`src/rtl/irq_arbiter_ctrl_pkg.sv`:
```
// Shared constants and state encoding for the interrupt request front end.
package irq_arbiter_ctrl_pkg;

  localparam int NUM_IRQ = 8;
  localparam int VEC_W   = $clog2(NUM_IRQ);

  // The unused encoding 2'd3 is treated as illegal and recovers to IDLE.
  typedef enum logic [1:0] {
    IDLE    = 2'd0,
    PRESENT = 2'd1,
    SERVICE = 2'd2
  } state_t;

endpackage

```
`src/rtl/irq_arbiter_ctrl_prio_pick.sv`:
```
// Combinational priority picker: the highest set bit of cand wins.
module irq_prio_pick
  import irq_arbiter_ctrl_pkg::*;
(
  input  logic [NUM_IRQ-1:0] cand,
  output logic [VEC_W-1:0]   sel,
  output logic               any_vld
);

  // Scan upward so the highest-index candidate is assigned last.
  always_comb begin
    // NOTE: assign every output a default before any conditional logic, otherwise a latch is inferred.
    sel     = '0;
    any_vld = |cand;
    for (int i = 0; i < NUM_IRQ; i++) begin
      if (cand[i]) sel = i[VEC_W-1:0];
    end
  end

endmodule

```
`src/rtl/irq_arbiter_ctrl.sv`:
```
// Interrupt request front end: capture, mask, priority select, and
// valid/ack handshake with an end-of-interrupt hold-off.
module irq_arbiter_ctrl
  import irq_arbiter_ctrl_pkg::*;
#(
  parameter bit EDGE_MODE = 1'b1
) (
  input  logic               clk,
  input  logic               rst,
  input  logic               en,
  input  logic [NUM_IRQ-1:0] irq,
  input  logic [NUM_IRQ-1:0] mask,
  output logic [VEC_W-1:0]   vec,
  output logic               vld,
  input  logic               ack,
  input  logic               eoi,
  output logic               busy,
  output logic [NUM_IRQ-1:0] pending
);

  state_t             state;
  logic [NUM_IRQ-1:0] irq_q;
  logic [NUM_IRQ-1:0] set_bits;
  logic [NUM_IRQ-1:0] clr_bits;
  logic [NUM_IRQ-1:0] cand;
  logic [VEC_W-1:0]   sel;
  logic               any_vld;

  // Set and clear requests for the pending register.
  always_comb begin
    set_bits = '0;
    clr_bits = '0;
    if (en) set_bits = EDGE_MODE ? (irq & ~irq_q) : irq;
    if (state == PRESENT && ack) clr_bits[vec] = 1'b1;
  end

  assign cand = pending & ~mask;

  irq_prio_pick u_pick (
    .cand    (cand),
    .sel     (sel),
    .any_vld (any_vld)
  );

  // Capture registers; a new edge wins over a simultaneous ack-clear.
  always_ff @(posedge clk) begin
    // NOTE: sequential state uses non-blocking assignments so every register samples pre-edge values.
    if (rst) begin
      irq_q   <= '0;
      pending <= '0;
    end else begin
      irq_q   <= irq;
      pending <= (pending & ~clr_bits) | set_bits;
    end
  end

  // Grant state machine with registered handshake outputs.
  always_ff @(posedge clk) begin
    if (rst) begin
      state <= IDLE;
      vec   <= '0;
      vld   <= 1'b0;
      busy  <= 1'b0;
    end else begin
      case (state)
        IDLE: begin
          if (en && any_vld) begin
            vec   <= sel;
            vld   <= 1'b1;
            state <= PRESENT;
          end
        end
        PRESENT: begin
          if (ack) begin
            vld   <= 1'b0;
            busy  <= 1'b1;
            state <= SERVICE;
          end
        end
        SERVICE: begin
          if (eoi) begin
            busy  <= 1'b0;
            state <= IDLE;
          end
        end
        default: begin
          vld   <= 1'b0;
          busy  <= 1'b0;
          state <= IDLE;
        end
      endcase
    end
  end

endmodule

```
`config.mk`:
```
export PLATFORM = sky130hd
export DESIGN_NAME = irq_arbiter_ctrl
export DESIGN_NICKNAME = d
export VERILOG_FILES = /design/src/rtl/irq_arbiter_ctrl_pkg.sv /design/src/rtl/irq_arbiter_ctrl_prio_pick.sv /design/src/rtl/irq_arbiter_ctrl.sv
export SDC_FILE = /design/constraint.sdc
export NUM_CORES = 1
export LEC_CHECK = 0
export CORE_MARGIN = 5
export CORE_UTILIZATION = 43
export DETAILED_ROUTE_END_ITERATION = 7
export MAX_ROUTING_LAYER = met4
export PLACE_DENSITY = 0.84
export SETUP_SLACK_MARGIN = 0.15
export SLEW_MARGIN = 10
export SYNTH_ARGS = -nofsm -noshare
export SYNTH_HDL_FRONTEND = slang
export SYNTH_HIERARCHICAL = 1
export SYNTH_SLANG_ARGS = --single-unit
```
`constraint.sdc`:
```
create_clock -name clk -period 1.9 [get_ports clk]
set_input_delay 0.475 -clock clk [delete_from_list [all_inputs] [get_ports clk]]
set_output_delay 0.475 -clock clk [all_outputs]
set_load 0.05 [all_outputs]
```
After elaboration in Yosys (flattened, before gate mapping)

Index checks and enable logic that the tools add are counted.

Muxes and demuxes: 21
$lt $le $gt $ge: 2
Reduce and logical (&&, ||, !) cells: 9
Bitwise logic cells: 9
Equal/unequal tests: 5

Operators by type and width:

| operator                                             | count |
|---|---|
| AND 8 bit                                            | 3 |
| NOT 8 bit                                            | 3 |
| 2-to-1 mux 8 bit                                     | 2 |
| 2-to-1 mux 3 bit                                     | 4 |
| 2-to-1 mux 2 bit                                     | 5 |
| AND reduction 3 bit                                  | 3 |
| OR 8 bit                                             | 1 |
| OR reduction 8 bit                                   | 1 |
| 2-to-1 mux 1 bit                                     | 6 |
| != test 2 bit (second input constant)                | 3 |
| one-hot mux 1 bit (3 select lines)                   | 2 |
| one-hot mux 2 bit (3 select lines)                   | 1 |
| < comparator 3 x 4 -> 1 bit (second input constant)  | 1 |
| demux 1 bit (select 3 bit)                           | 1 |
| >= comparator 3 x 1 -> 1 bit (second input constant) | 1 |
| logical AND 1 bit                                    | 3 |
| == test 2 x 1 -> 1 bit (second input constant)       | 1 |
| == test 2 bit (second input constant)                | 1 |
| zero test 2 bit                                      | 1 |
| NOT 1 bit                                            | 2 |
| AND reduction 2 bit                                  | 1 |

Output and inout bits: 13
Word-level logic and storage cells: 52
Bits of input ports: 21
Register bits after elaboration: 23

Logic depth before layout (Yosys ltp)

Word-level depth: 9
Depth in mapped cells: 7
Mapped depth without buffers: 6

Modules after synthesis

Netlist, hierarchy kept.

Modules (own cells, without submodules):

| module           | area an instance (µm²) | cells an instance | times used | seq. area each (µm²) |
|---|---|---|---|---|
| irq_arbiter_ctrl | 904.6                  | 92                | 1          | 460.4 |
| irq_prio_pick    | 66.3                   | 12                | 1          | 0.0 |

Worst setup path before layout

No wires, ideal clock.

Kind: reg-to-reg
From: reg pending[6]
To: reg vec[1]
Library setup time: 0.128 ns
Buffers on the path: 1
Required time: 1.772 ns
Cell stages (with the launch flop): 8
Arrival: 1.650 ns
Clock period less this slack: 1.777 ns
Slack: 0.123 ns
Cell sequence: dfxtp_1 > nor2b_1 > nor2_1 > nand4_1 > and4bb_2 > buf_6 > mux2i_1 > nor2_1

Word-level cells in the longest chain between the ends: 4
Elaborated cells between the ends (all ways): 6
Those cells by class: 2 x mux; 1 x bitwise; 3 x reduce/logical

Ends and longest elaborated chain:

| element                              | RTL line                         | RTL |
|---|---|---|
| start: declaration                   | irq_arbiter_ctrl.sv:18           | `output logic [NUM_IRQ-1:0] pending` |
| start signal: assignment             | irq_arbiter_ctrl.sv:53           | `pending <= (pending & ~clr_bits) \| set_bits;` |
| AND 8 bit                            | irq_arbiter_ctrl.sv:37           | `assign cand = pending & ~mask;` |
| via cand[6]                          | irq_arbiter_ctrl.sv:25           | `logic [NUM_IRQ-1:0] cand;` |
| OR reduction 8 bit                   | irq_arbiter_ctrl_prio_pick.sv:14 | `any_vld = \|cand;` |
| via any_vld                          | irq_arbiter_ctrl.sv:27           | `logic any_vld;` |
| logical AND 1 bit                    | irq_arbiter_ctrl.sv:67           | `if (en && any_vld) begin` |
| AND reduction 2 bit (no source line) | --                               |  |
| end signal: assignment               | irq_arbiter_ctrl.sv:68           | `vec <= sel;` |
| end: declaration                     | irq_arbiter_ctrl.sv:13           | `output logic [VEC_W-1:0] vec,` |

The timed path passes the listed nets, and every way through them passes these cells.
A chain may end at the register's enable or synchronous reset.

Worst setup path in the final report

From: in mask[3]
To: reg vec[2]

Word-level cells in the longest chain between the ends: 5

Ends and longest elaborated chain:

| element                              | RTL line                         | RTL |
|---|---|---|
| start: declaration                   | irq_arbiter_ctrl.sv:12           | `input logic [NUM_IRQ-1:0] mask,` |
| NOT 8 bit                            | irq_arbiter_ctrl.sv:37           |  |
| AND 8 bit                            | irq_arbiter_ctrl.sv:37           |  |
| via cand[3]                          | irq_arbiter_ctrl.sv:25           |  |
| OR reduction 8 bit                   | irq_arbiter_ctrl_prio_pick.sv:14 |  |
| via any_vld                          | irq_arbiter_ctrl.sv:27           |  |
| logical AND 1 bit                    | irq_arbiter_ctrl.sv:67           |  |
| AND reduction 2 bit (no source line) | --                               |  |

The timed path passes the listed nets, and every way through them passes these cells.

==> reports/metrics.yaml <==
floorplan.die.height_microns: 57.5
grt_setup_unrepaired: "no"
maxSlewViolCount: 0
max-cap-violations: 0
xor_xnor_fraction_of_synth_area_pct: 0
mostFrequentLayoutCell: "dfxtp_1"
hold_path_startpoint: "pending[6]$_SDFF_PP0_"
final.setup_skew_ns: 0.00525
largest_net_degree_at_the_start_of_global_routing: 24
synth_warnings: 6
fp.coreArea_sq_um: 2190
synth-seq-cells: 23
initial_core_util_pct: 44.3
clk_transition_reported_paths_ns: 0.12
globalplace.congestion: 0.874
cp_slowest_cell: "clkdlybuf4s50_1"
number_of_cells_on_the_worst_hold_path: 1
total_count_of_hold_check_failures_in_the_final_report: 0
die_area_sq_um: 3310
antennaDiodeCount: 0
dr_total_vias: 883
dominant_combinational_cell_family_by_area_after_synthesis: "simple AND/OR/NAND/NOR gates"
synth-compound-area-share_pct: 17.7
first_global_vias: 857
cts_resized: 0
synth_adder_area_share_pct: 0
firstDrtPassIters: 4
worst_slew_margin_rel_pct: 78.6
post_synth_mux_area_share_pct: 3.09
clockBufferDepth: 2
viasPerCell: 5.13
worst_hold_path.endpoint: "pending[6]$_SDFF_PP0_"
synth.avg_cell_area_sq_um: 9.34
critical-path-max-stage-delay_ns: 0.40
finish.instance_area_sq_um: 1360
post-cts-setup-buffers: 0
power_leakage_nw: 0.600
timing.critical_path.to_type: "flip-flop"
mappedNetlistArea_sq_um: 971
timing.setup.tns_ns: 0
ff2ff_path_depth: 6
drive_gt1_share_pct: 19.4
cts_inserted_buffers: 3
layout.nets: 166
number_of_input_and_output_port_buffers_inserted: 33
fin_crit_ns: 1.58
synth.yosys.seq_area_share_pct: 47.4
outcome: "finished, final reports clean"
antenna_found_initial: 0
max_clock_freq_ghz: 0.633
worstPathCellList: "clkdlybuf4s50_1 -> nor2b_1 -> nor2_1 -> nand4_1 -> and4bb_2 -> mux2i_1 -> nor2_1"
irDropWorstVdd_mv: 0.447
critical_path.reg2reg.endpoint: "vec[2]$_SDFFE_PP0P_"
dp.final_hpwl_microns: 1770
worstPathRequired_ns: 2.10
worst_pin_slew_ns: 0.321
post-route-period-util_pct: 83.2
tritoncts_num_sinks: 23
comb_power_share_pct: 26.7
worst_r2r_startpoint: "pending[3]$_SDFF_PP0_"
postRouteAntennaNets: 0
ff2ff_setup_slack_ns: 0.50
area.growth.synth_to_final_pct: 39.8
initialDrtViolationCount: 13
finalCoreUtilization_pct: 62.0
hold_class: "reg -> reg"
synthDistinctLibCells: 24
rows: 17
setup_viol_count_final: 0
timing.critical_path.mode_cell: "nor2_1"
numPlacedInstances: 168
worst-setup-path-type: "in -> reg"
clock_power_share_pct: 20.8
clk_root_buffer_cell: "clkbuf_4"
post_layout_nonfiller_instances: 172
switching_power_w: 0.000311
tritoncts: "done"
p_int_w: 0.000723
placed_cell_area_sq_um: 1330
h_tree_depth_reported_by_cts: 1
globalRoute.totalOverflow: 0
power-per-cell-area_nw_per_um2: 762
wirelength_microns: 2220
wl_per_cell_microns: 12.9
grt_pass1_wl_microns: 3720
crit_buf_inv: 1
startpoint_type: "input port"
share_seq_of_total_power_pct: 52.6
clock_latency_ns: 0.30
groute.usage.overall_pct: 14.6
top_level_ports: 34
arrival_worst_endpoint_ns: 1.78
crit_fanout: 5
critical_path.top_delay_family: "simple AND/OR/NAND/NOR gates"
synth_simple_gate_area_share_pct: 29.1
number_of_nets_in_the_synthesized_netlist: 125
layout.cells.most_common_list: "22 x dfxtp_1, 20 x clkdlybuf4s50_1, 19 x nor2b_1, 19 x buf_4, 13 x nor2_1"
cts_hold_buf: 0
synth_cells: 104
power.switching_fraction_pct: 30.1
drcViolationCount: 0
die_x_microns: 57.5
sequential cells by signal (all words and copies together) (netlist names):
register,count
state,2
vec,3
irq_q,8
busy,1
pending,8
vld,1
power by group through the flow:
| stage | clock [W] | sequential (W) | combinational (W) |
|---|---|---|---|
| 2_1_floorplan | 0 | 0.000626 | 0.0000987 |
| 3_3_place_gp | 0 | 0.000553 | 0.000272 |
| 3_5_place_dp | 0 | 0.000554 | 0.000277 |
| 4_1_cts | 0.000223 | 0.000543 | 0.000278 |
| 5_1_grt | 0.000248 | 0.000548 | 0.000294 |
| 6_report | 0.000215 | 0.000543 | 0.000276 |
routing by layer:
layer | wire length [microns] | track usage [%]
met5 | 0 | -
met2 | 1090 | 23.5
met4 | 13 | 4.97
met1 | 984 | 17.6
met3 | 137 | 3.62
cells in the mapped netlist:
master     number  area, sq um
clkbuf_1        2         7.51
mux2i_1         3         30.0
and4b_1         1         10.0
buf_6           1         11.3
a22o_1          1         8.76
nand4_1         1         6.26
inv_2           1         3.75
a21oi_1        11         55.1
nor3b_1         7         52.6
nand2b_1        1         6.26
inv_1           1         3.75
nor2_1         13         48.8
a21oi_2         1         8.76
o31ai_1         1         7.51
nand3b_1        1         7.51
o31ai_2         1         12.5
and4bb_2        2         25.0
o21ai_0         1         5.00
nor2b_1        19          119
nand2_1         2         7.51
a21o_1          7         52.6
a31oi_1         2         12.5
a2bb2oi_1       1         8.76
dfxtp_1        23          460
kinds of logic after synthesis:
family	Yosys count
flip-flops	23
buffers and inverters	5
AO/OA/AOI/OAI	26
AND/OR/NAND/NOR	47
multiplexers	3
stage by stage:
step,hold WS (ns),power (W),setup slack (ns)
after CTS,0.480,0.00104,0.319
after global routing,0.505,0.00109,0.188
after floorplan,0.491,0.000724,0.161
after detailed placement,0.451,0.000831,-0.0110
after global placement,0.439,0.000825,0.0206
final,0.477,0.00103,0.319
final cells by class:
| cell class | instances | area [sq um] |
|---|---|---|
| clock buffers | 4 | 26.3 |
| fillers | 190 | 833 |
| inverters | 2 | 7.51 |
| multi-input cells | 76 | 484 |
| flip-flops and latches | 23 | 462 |
| well taps | 28 | 35.0 |
| repair buffers | 39 | 343 |
worst max-delay path by stage:
stage | end | depth (start not counted) | startpoint
after floorplan | vec[1]$_SDFFE_PP0P_ | 7 | pending[5]$_SDFF_PP0_
after global placement | vec[0]$_SDFFE_PP0P_ | 7 | mask[4]
after detailed placement | vec[1]$_SDFFE_PP0P_ | 7 | mask[3]
after CTS | vec[1]$_SDFFE_PP0P_ | 7 | mask[3]
after global routing | vec[2]$_SDFFE_PP0P_ | 7 | mask[1]
final | vec[2]$_SDFFE_PP0P_ | 7 | mask[3]
(Power assumes the default switching activity.)
